[src/rtl/pulse_width_decoder.sv]
// Measures the high time of each pulse on `in` in clk cycles and reports the width with a one-cycle strobe.
// Optional build macro PWD_SYNC_EN adds a two-flop input synchronizer for an asynchronous `in`.
module pulse_width_decoder #(
   parameter int WIDTH   = 8,
   parameter int EXP_LEN = 4,
   parameter int TOL     = 0
) (
   input  logic             clk,
   input  logic             reset,
   input  logic             in,
   output logic             valid,
   output logic [WIDTH-1:0] width,
   output logic             match,
   output logic             ovf,
   output logic             busy
);

   typedef enum logic {
      IDLE = 1'b0,
      MEAS = 1'b1
   } state_t;

   localparam logic [WIDTH-1:0] CNT_MAX = '1;
   localparam logic [WIDTH-1:0] CNT_ONE = WIDTH'(1);
   localparam logic [WIDTH:0]   EXP_W   = (WIDTH+1)'(EXP_LEN);
   localparam logic [WIDTH:0]   TOL_W   = (WIDTH+1)'(TOL);

   logic in_s;
   logic in_dly_q;
   logic rise;

`ifdef PWD_SYNC_EN
   logic sync1_q;
   logic sync2_q;

   // Synchronizer resets high so a line already high at reset release is not a pulse.
   always_ff @(posedge clk or posedge reset) begin
      if (reset) begin
         sync1_q <= 1'b1;
         sync2_q <= 1'b1;
      end else begin
         sync1_q <= in;
         sync2_q <= sync1_q;
      end
   end

   assign in_s = sync2_q;
`else
   assign in_s = in;
`endif

   always_ff @(posedge clk or posedge reset) begin
      if (reset) begin
         in_dly_q <= 1'b1;
      end else begin
         in_dly_q <= in_s;
      end
   end

   assign rise = in_s & ~in_dly_q;

   state_t           state_q, state_d;
   logic [WIDTH-1:0] cnt_q, cnt_d;
   logic             flag_q, flag_d;
   logic             valid_q, valid_d;
   logic [WIDTH-1:0] width_q, width_d;
   logic             match_q, match_d;
   logic             ovf_q, ovf_d;

   logic [WIDTH:0]   cnt_ext;
   logic             lo_ok;
   logic             hi_ok;

   // Tolerance window evaluated one bit wider than the counter.
   assign cnt_ext = {1'b0, cnt_q};
   assign lo_ok   = (cnt_ext + TOL_W) >= EXP_W;
   assign hi_ok   = cnt_ext <= (EXP_W + TOL_W);

   always_ff @(posedge clk or posedge reset) begin
      if (reset) begin
         state_q <= IDLE;
         cnt_q   <= '0;
         flag_q  <= 1'b0;
         valid_q <= 1'b0;
         width_q <= '0;
         match_q <= 1'b0;
         ovf_q   <= 1'b0;
      end else begin
         state_q <= state_d;
         cnt_q   <= cnt_d;
         flag_q  <= flag_d;
         valid_q <= valid_d;
         width_q <= width_d;
         match_q <= match_d;
         ovf_q   <= ovf_d;
      end
   end

   always_comb begin
      state_d = state_q;
      cnt_d   = cnt_q;
      flag_d  = flag_q;
      valid_d = 1'b0;
      width_d = width_q;
      match_d = match_q;
      ovf_d   = ovf_q;

      case (state_q)
         IDLE: begin
            if (rise) begin
               cnt_d   = CNT_ONE;
               flag_d  = (CNT_ONE == CNT_MAX);
               state_d = MEAS;
            end
         end
         MEAS: begin
            if (in_s) begin
               // Saturate; the flag marks that the full-scale count was reached.
               if (cnt_q != CNT_MAX) begin
                  cnt_d = cnt_q + CNT_ONE;
                  if (cnt_q == (CNT_MAX - CNT_ONE)) begin
                     flag_d = 1'b1;
                  end
               end
            end else begin
               valid_d = 1'b1;
               width_d = cnt_q;
               ovf_d   = flag_q;
               match_d = lo_ok && hi_ok && !flag_q;
               flag_d  = 1'b0;
               state_d = IDLE;
            end
         end
         default: begin
            state_d = IDLE;
         end
      endcase
   end

   assign valid = valid_q;
   assign width = width_q;
   assign match = match_q;
   assign ovf   = ovf_q;
   assign busy  = (state_q == MEAS);

endmodule
[config.mk]
export PLATFORM = sky130hd
export DESIGN_NAME = pulse_width_decoder
export DESIGN_NICKNAME = d
export VERILOG_FILES = /design/src/rtl/pulse_width_decoder.sv
export SDC_FILE = /design/constraint.sdc
export NUM_CORES = 1
export LEC_CHECK = 0
export CORE_MARGIN = 5
export CORE_UTILIZATION = 55
export CTS_BUF_LIST = sky130_fd_sc_hd__clkbuf_2 sky130_fd_sc_hd__clkbuf_4 sky130_fd_sc_hd__clkbuf_8
export CTS_CLUSTER_DIAMETER = 40
export DETAILED_ROUTE_END_ITERATION = 12
export MAX_ROUTING_LAYER = met4
export PLACE_DENSITY = 0.84
export SYNTH_ARGS = -nofsm -noshare
export SYNTH_HDL_FRONTEND = slang
export SYNTH_SLANG_ARGS = --single-unit
[constraint.sdc]
create_clock -name clk -period 1.9 [get_ports clk]
set_input_delay 0.57 -clock clk [delete_from_list [all_inputs] [get_ports clk]]
set_output_delay 0.57 -clock clk [all_outputs]
set_load 0.05 [all_outputs]
==> impl_metrics.yaml, run 1 <==
detailed_routing:
  routed_wl_um: 2060
  vias: 788
  routed_via_density: 5.59
  drc: 0
  drt_iter0_drc: 16
  wl_per_cell_um: 14.6
  ant_nets: 0
  firstDrtPassIters: 4
floorplan:
  boundaryPins: 15
  fp.dieH_um: 53.4
  dieWidth_um: 53.4
  row_count: 15
  core_area_um2: 1760
  dieArea_um2: 2850
  initial_core_util: 0.587
cts:
  clock_path_buffers: 2
  htreeDepth: 1
  cts_tree: "done"
  clk_pin_slew_ns: 0.12
  postCtsSetupBuffers: 0
  cts-resized-gates: 0
  cts_made_buffers: 3
  holdBufCountCts: 0
  cts_root_buffer: "clkbuf_4"
  insertion_delay_ns: 0.31
  cts.sinks: 22
final_layout:
  multi_input_area_um2: 450
  fillers: 130
  fin_nets: 123
  drive_gt1_frac: 0.345
  num_antenna_cells: 0
  final_core_util: 0.727
  register_area_um2: 552
  synthToLayoutAreaGrowth_pct: 23.9
grt:
  grt_pass1_wl_um: 3630
  antenna_found_initial: 0
  grt_util_all_layers: 0.181
  grt.overflow.total: 0
  grt_pass1_vias: 814
  grt_max_degree: 23
synthesis:
  synthCells: 91
  ys_warn_count: 0
  synth_ff_type: "dfrtp_1"
  synth_area_um2: 1030
  async_reset_ff_frac: 1.00
  syn_nets: 97
  seq_area_frac_synth: 0.533
  yosysTopAreaCell: "dfrtp_1"
  synth-edff-count: 0
  synth-seq-cells: 22
  synth_top_area_frac: 0.508
  synth.avg_cell_area_um2: 11.4
  synth_top_cells_by_area: "dfrtp_1 (51%), mux2_2 (9.8%), ha_1 (3.6%), o21ai_0 (2.9%), dfstp_2 (2.5%)"
  ys_types: 34
power:
  switching_share: 0.299
  p_int_w: 0.000702
  finalPower_w: 0.00100
  pwr-share-clk: 0.258
  peakVddDrop_mv: 0.563
  power_frac_seq: 0.522
  switchingPower_w: 0.000300
  p_per_area_nw_per_um2: 781
  p_leak_nw: 0.637
  combPwrFrac: 0.220
timing:
  fin_ws_ns: 0.112
  slew_headroom: 0.626
  rsz0062_at_grt: "false"
  worstMarginPinSlew_ns: 0.559
  hold_viol_final: 0
  max_freq_ghz: 0.559
  hold_slack_ns: 0.522
  fin_tns_setup_ns: 0
  fin_worst_skew_ns: 0.00735
  min_period_ns: 1.79
  setup_violations: 0
  fin_crit_sh: 0.941
  drv_slew: 0
placed_design:
  port_buffers: 14
  gp_congestion: 0.831
  dp.final_hpwl_um: 1460
  pre_cts_ws_ns: -0.0833
worst_setup_path:
  cp_cell_sequence: "ha_1 -> nand4_1 -> nor2_1 -> or2_4 -> buf_4 -> o21ai_0"
  end_kind: "flip-flop"
  cp_slowest_cell: "nor2_1"
  cp-start-kind: "flip-flop"
  crit_family: "simple AND/OR/NAND/NOR gates"
  crit_required_ns: 2.10
  path_buf_inv: 1
  path_class: "flip-flop to flip-flop"
  worst_ep_arrival_time_ns: 1.99
  critPathMaxStageDelay_ns: 0.45
  crit_fanout: 8
worst_hold_path:
  min_path_type: "flip-flop to flip-flop"
run:
  cap_violations: 0
status:
  outcome: "complete, no violations"
[cells in the final DEF, fill, tap and decap left out, drive strengths merged]
| master | n |
|---|---|
| a211o | 1 |
| a21o | 1 |
| a21oi | 1 |
| a22o | 2 |
| a31oi | 2 |
| and3 | 2 |
| buf | 21 |
| clkbuf | 4 |
| clkdlybuf4s50 | 2 |
| dfrtp | 21 |
| dfstp | 1 |
| ha | 3 |
| inv | 6 |
| mux2 | 9 |
| mux2i | 1 |
| nand2 | 4 |
| nand2b | 1 |
| nand3 | 4 |
| nand4 | 2 |
| nand4b | 1 |
| nor2 | 4 |
| nor2b | 3 |
| nor3 | 2 |
| nor4 | 1 |
| nor4bb | 1 |
| o21a | 1 |
| o21ai | 7 |
| o31ai | 3 |
| o41ai | 2 |
| or2 | 2 |
| or3 | 1 |
[flip-flops by register name, summed over array words and instances, names as in the netlist]
signal	cells
valid	1
flag_q	1
match	1
cnt_q	8
width	8
busy	1
in_dly_q	1
ovf	1
[routing by layer]
layer | part of all wire | wire (um) | global-route usage | vias up
li1 | - | - | - | 387
met1 | 0.45 | 935 | 0.225 | 374
met2 | 0.47 | 978 | 0.288 | 22
met3 | 0.052 | 107 | 0.0338 | 5
met4 | 0.020 | 41 | 0.0723 | 0
met5 | 0 | 0 | - | -
[final timing paths]
path	startpoint	end	slack, ns	cells after the start
max	cnt_q[0]	cnt_q[1]	0.11	6
min	width[3]	width[3]	0.52	1
max reg2reg	cnt_q[0]	cnt_q[1]	0.11	6
min reg2reg	width[3]	width[3]	0.52	1
max in group asynchronous	reset	in_dly_q	1.04	3
min in group asynchronous	reset	width[1]	0.58	3
[stage by stage]
stage | instances | instance area (um2)
floorplan | 91 | 1030
global route | 141 | 1280
global placement | 137 | 1250
finish | 141 | 1280
detailed placement | 137 | 1250
CTS | 141 | 1280
[Yosys cell counts (2+ instances only)]
cell type,number
nand4_1,2
nor2b_1,3
inv_1,6
a31oi_1,2
ha_1,3
nor2_1,4
nand2_1,4
dfrtp_1,21
buf_2,2
o21ai_0,6
mux2_2,9
nor3_1,2
o31ai_1,3
nand3_1,4
[logic make-up after synthesis]
kind of cell	share of synthesized area
simple gates	0.152
mux	0.108
fa+ha+maj	0.0363
flops	0.533
buf+inv	0.0314
compound gates	0.139
[layout make-up]
type	instances	share of cell area
flip-flops and latches	22	0.430
clock buffers	4	0.0283
inverters	6	0.0176
well taps	25	0.0244
multi-input cells	61	0.351
repair buffers	23	0.148
[power by group through the flow]
stage / clock network (W) / registers (W) / logic [W]
2_1_floorplan: 0 / 0.000596 / 0.0000734
3_3_place_gp: 0 / 0.000531 / 0.000215
3_5_place_dp: 0 / 0.000533 / 0.000222
4_1_cts: 0.000265 / 0.000523 / 0.000223
5_1_grt: 0.000287 / 0.000528 / 0.000237
6_report: 0.000258 / 0.000524 / 0.000221
No activity file was read; power rests on OpenSTA's default activity.
==> inputs of run 2 (changes only) <==
--- a/config.mk
+++ b/config.mk
@@ -9,9 +9,11 @@
 export CORE_UTILIZATION = 55
 export CTS_BUF_LIST = sky130_fd_sc_hd__clkbuf_2 sky130_fd_sc_hd__clkbuf_4 sky130_fd_sc_hd__clkbuf_8
 export CTS_CLUSTER_DIAMETER = 40
+export CTS_CLUSTER_SIZE = 24
 export DETAILED_ROUTE_END_ITERATION = 12
+export DONT_BUFFER_PORTS = 1
 export MAX_ROUTING_LAYER = met4
-export PLACE_DENSITY = 0.84
+export PLACE_DENSITY = 0.73
 export SYNTH_ARGS = -nofsm -noshare
 export SYNTH_HDL_FRONTEND = slang
 export SYNTH_SLANG_ARGS = --single-unit
==> run 2 against run 1 <==
Setup slack got worse by 0.0061 ns; final area fell by 13%; critical path type is now flip-flop to output pin; non-clock buffer count decreased by 19; via count decreased by 8.9%; fmax decreased by 0.34%; sequential share of layout area up 6.3 points; wire length is 11% lower; critical endpoint is now busy; total power is 8.5% lower; register-to-register slack better by 0.07 ns; final cell count shrank 13%; sequential cell count unchanged.
==> impl_metrics.yaml, run 2 (same netlist as run 1, synthesis figures left out) <==
detailed_routing:
  drt_iter0_drc: 9
  ant_nets: 0
  drc: 0
  firstDrtPassIters: 4
  routed_via_density: 5.89
  vias: 718
  wl_per_cell_um: 15.1
  routed_wl_um: 1840
worst_setup_path:
  path_class: "flip-flop to output pin"
  r2r_slack_ns: 0.18
  r2r_cells: 5
  crit_required_ns: 1.33
  cp-start-kind: "flip-flop"
  critPathMaxStageDelay_ns: 0.63
  path_buf_inv: 1
  reg2reg_to: "cnt_q[6]"
  crit_fanout: 15
  startpoint: "busy"
  worst-path-stages: 1
  worst_ep_arrival_time_ns: 1.22
  end_kind: "output pin"
  cp_cell_sequence: "buf_4"
  crit_family: "flip-flops"
  cp_slowest_cell: "dfrtp_1"
  cp-endpoint: "busy"
  r2r_start: "cnt_q[1]"
timing:
  fin_crit_sh: 0.945
  hold_slack_ns: 0.116
  drv_slew: 0
  hold_viol_final: 0
  fin_tns_setup_ns: 0
  slew_headroom: 0.674
  min_period_ns: 1.79
  setup_violations: 0
  worstMarginPinSlew_ns: 0.486
  rsz0062_at_grt: "false"
  max_freq_ghz: 0.557
  fin_worst_skew_ns: 0.00486
grt:
  gr-usage-met2: 0.247
  use_met3: 0.0451
  grt_pass1_vias: 692
  grt_max_degree: 16
  antenna_found_initial: 0
  grt_pass1_wl_um: 3320
  grt_util_all_layers: 0.168
  grt.overflow.total: 0
  globalRouteMet1Util: 0.216
  grt-busiest-layer: "met2"
power:
  p_leak_nw: 0.535
  p_per_area_nw_per_um2: 820
  p_int_w: 0.000638
  power_frac_seq: 0.646
  switchingPower_w: 0.000279
  peakVddDrop_mv: 0.507
  combPwrFrac: 0.103
  switching_share: 0.304
  pwr-share-clk: 0.251
cts:
  clock_path_buffers: 2
  cts_made_buffers: 3
  htreeDepth: 1
  holdBufCountCts: 0
  cts.sinks: 22
  clk_pin_slew_ns: 0.11
  cts_tree: "done"
  cts_root_buffer: "clkbuf_4"
  insertion_delay_ns: 0.31
placed_design:
  gp_congestion: 0.824
  dp.final_hpwl_um: 1300
  port_buffers: 0
final_layout:
  multi_input_area_um2: 453
  num_antenna_cells: 0
  final_cell_mix: "dfrtp_1 (21), mux2_2 (9), inv_1 (6), o21ai_0 (6)"
  drive_gt1_frac: 0.247
  fin_nets: 104
  register_area_um2: 552
  fillers: 162
  layout_commonest_cell: "dfrtp_1"
  synthToLayoutAreaGrowth_pct: 8.10
floorplan:
  initial_core_util: 0.587
  fp.dieH_um: 53.4
  boundaryPins: 15
  dieWidth_um: 53.4
  core_area_um2: 1760
  row_count: 15
  dieArea_um2: 2850
run:
  cap_violations: 0
worst_hold_path:
  min_path_type: "input port to asynchronous set/reset pin"
status:
  outcome: "complete, no violations"
-- run 2: cell count changes in the layout (fill, tap and decap cells not counted), sizes merged --
| cell | previous run | this run |
|---|---|---|
| clkdlybuf4s50 | 2 | 0 |
| buf | 21 | 4 |
-- run 2: worst min path at each step --
stage / start / endpoint / slack (ns) / cells past startpoint
finish: reset / valid / 0.12 / 1
global route: reset / match / 0.12 / 1
detailed placement: reset / valid / 0.47 / 1
floorplan: cnt_q[0] / cnt_q[0] / 0.51 / 1
global placement: reset / valid / 0.46 / 1
CTS: reset / valid / 0.12 / 1
-- run 2: area by class of cell --
| cell class | instances | area share |
|---|---|---|
| clock buffers | 4 | 0.0268 |
| inverters | 6 | 0.0201 |
| multi-input cells | 61 | 0.405 |
| flip-flops and latches | 22 | 0.493 |
| well taps | 25 | 0.0280 |
| repair buffers | 4 | 0.0268 |
-- run 2: routing by layer --
layer  part of all wire  vias up
met2               0.45       24
met3              0.056        5
met1               0.48      347
met4              0.020        0
met5                  0        -
li1                   -      342
-- run 2: repair_timing --
| action | in CTS | in global routing |
|---|---|---|
| gates resized for setup | 0 | 1 |
| endpoints found under the setup margin | 0 | 1 |
| setup buffers | 0 | 0 |
-- run 2: through the flow --
step	util	instance area (um2)	cells	total power, W	setup slack [ns]
finish	0.634	1120	122	0.000917	0.105
global route	0.634	1120	122	0.000965	0.0423
CTS	0.633	1120	122	0.000931	0.117
detailed placement	0.616	1090	118	0.000699	0.198
global placement	0.616	1090	118	0.000695	0.283
floorplan	-	1030	91	0.000669	0.225
-- run 2: worst reg2reg max path: cells and delay by family (launching register included) --
| family | cells | cell delay, ns |
|---|---|---|
| and+or+nand+nor | 2 | 0.57 |
| DFF | 1 | 0.45 |
| AOI/OAI and AO/OA | 2 | 0.32 |
| adders and majority gates | 1 | 0.27 |
-- run 2: power groups by stage --
stage	combinational, W	clock (W)	sequential (W)
5_1_grt	0.000109	0.000257	0.000599
6_report	0.0000943	0.000230	0.000592
3_3_place_gp	0.0000939	0	0.000601
2_1_floorplan	0.0000734	0	0.000596
3_5_place_dp	0.0000962	0	0.000603
4_1_cts	0.0000967	0.000241	0.000594
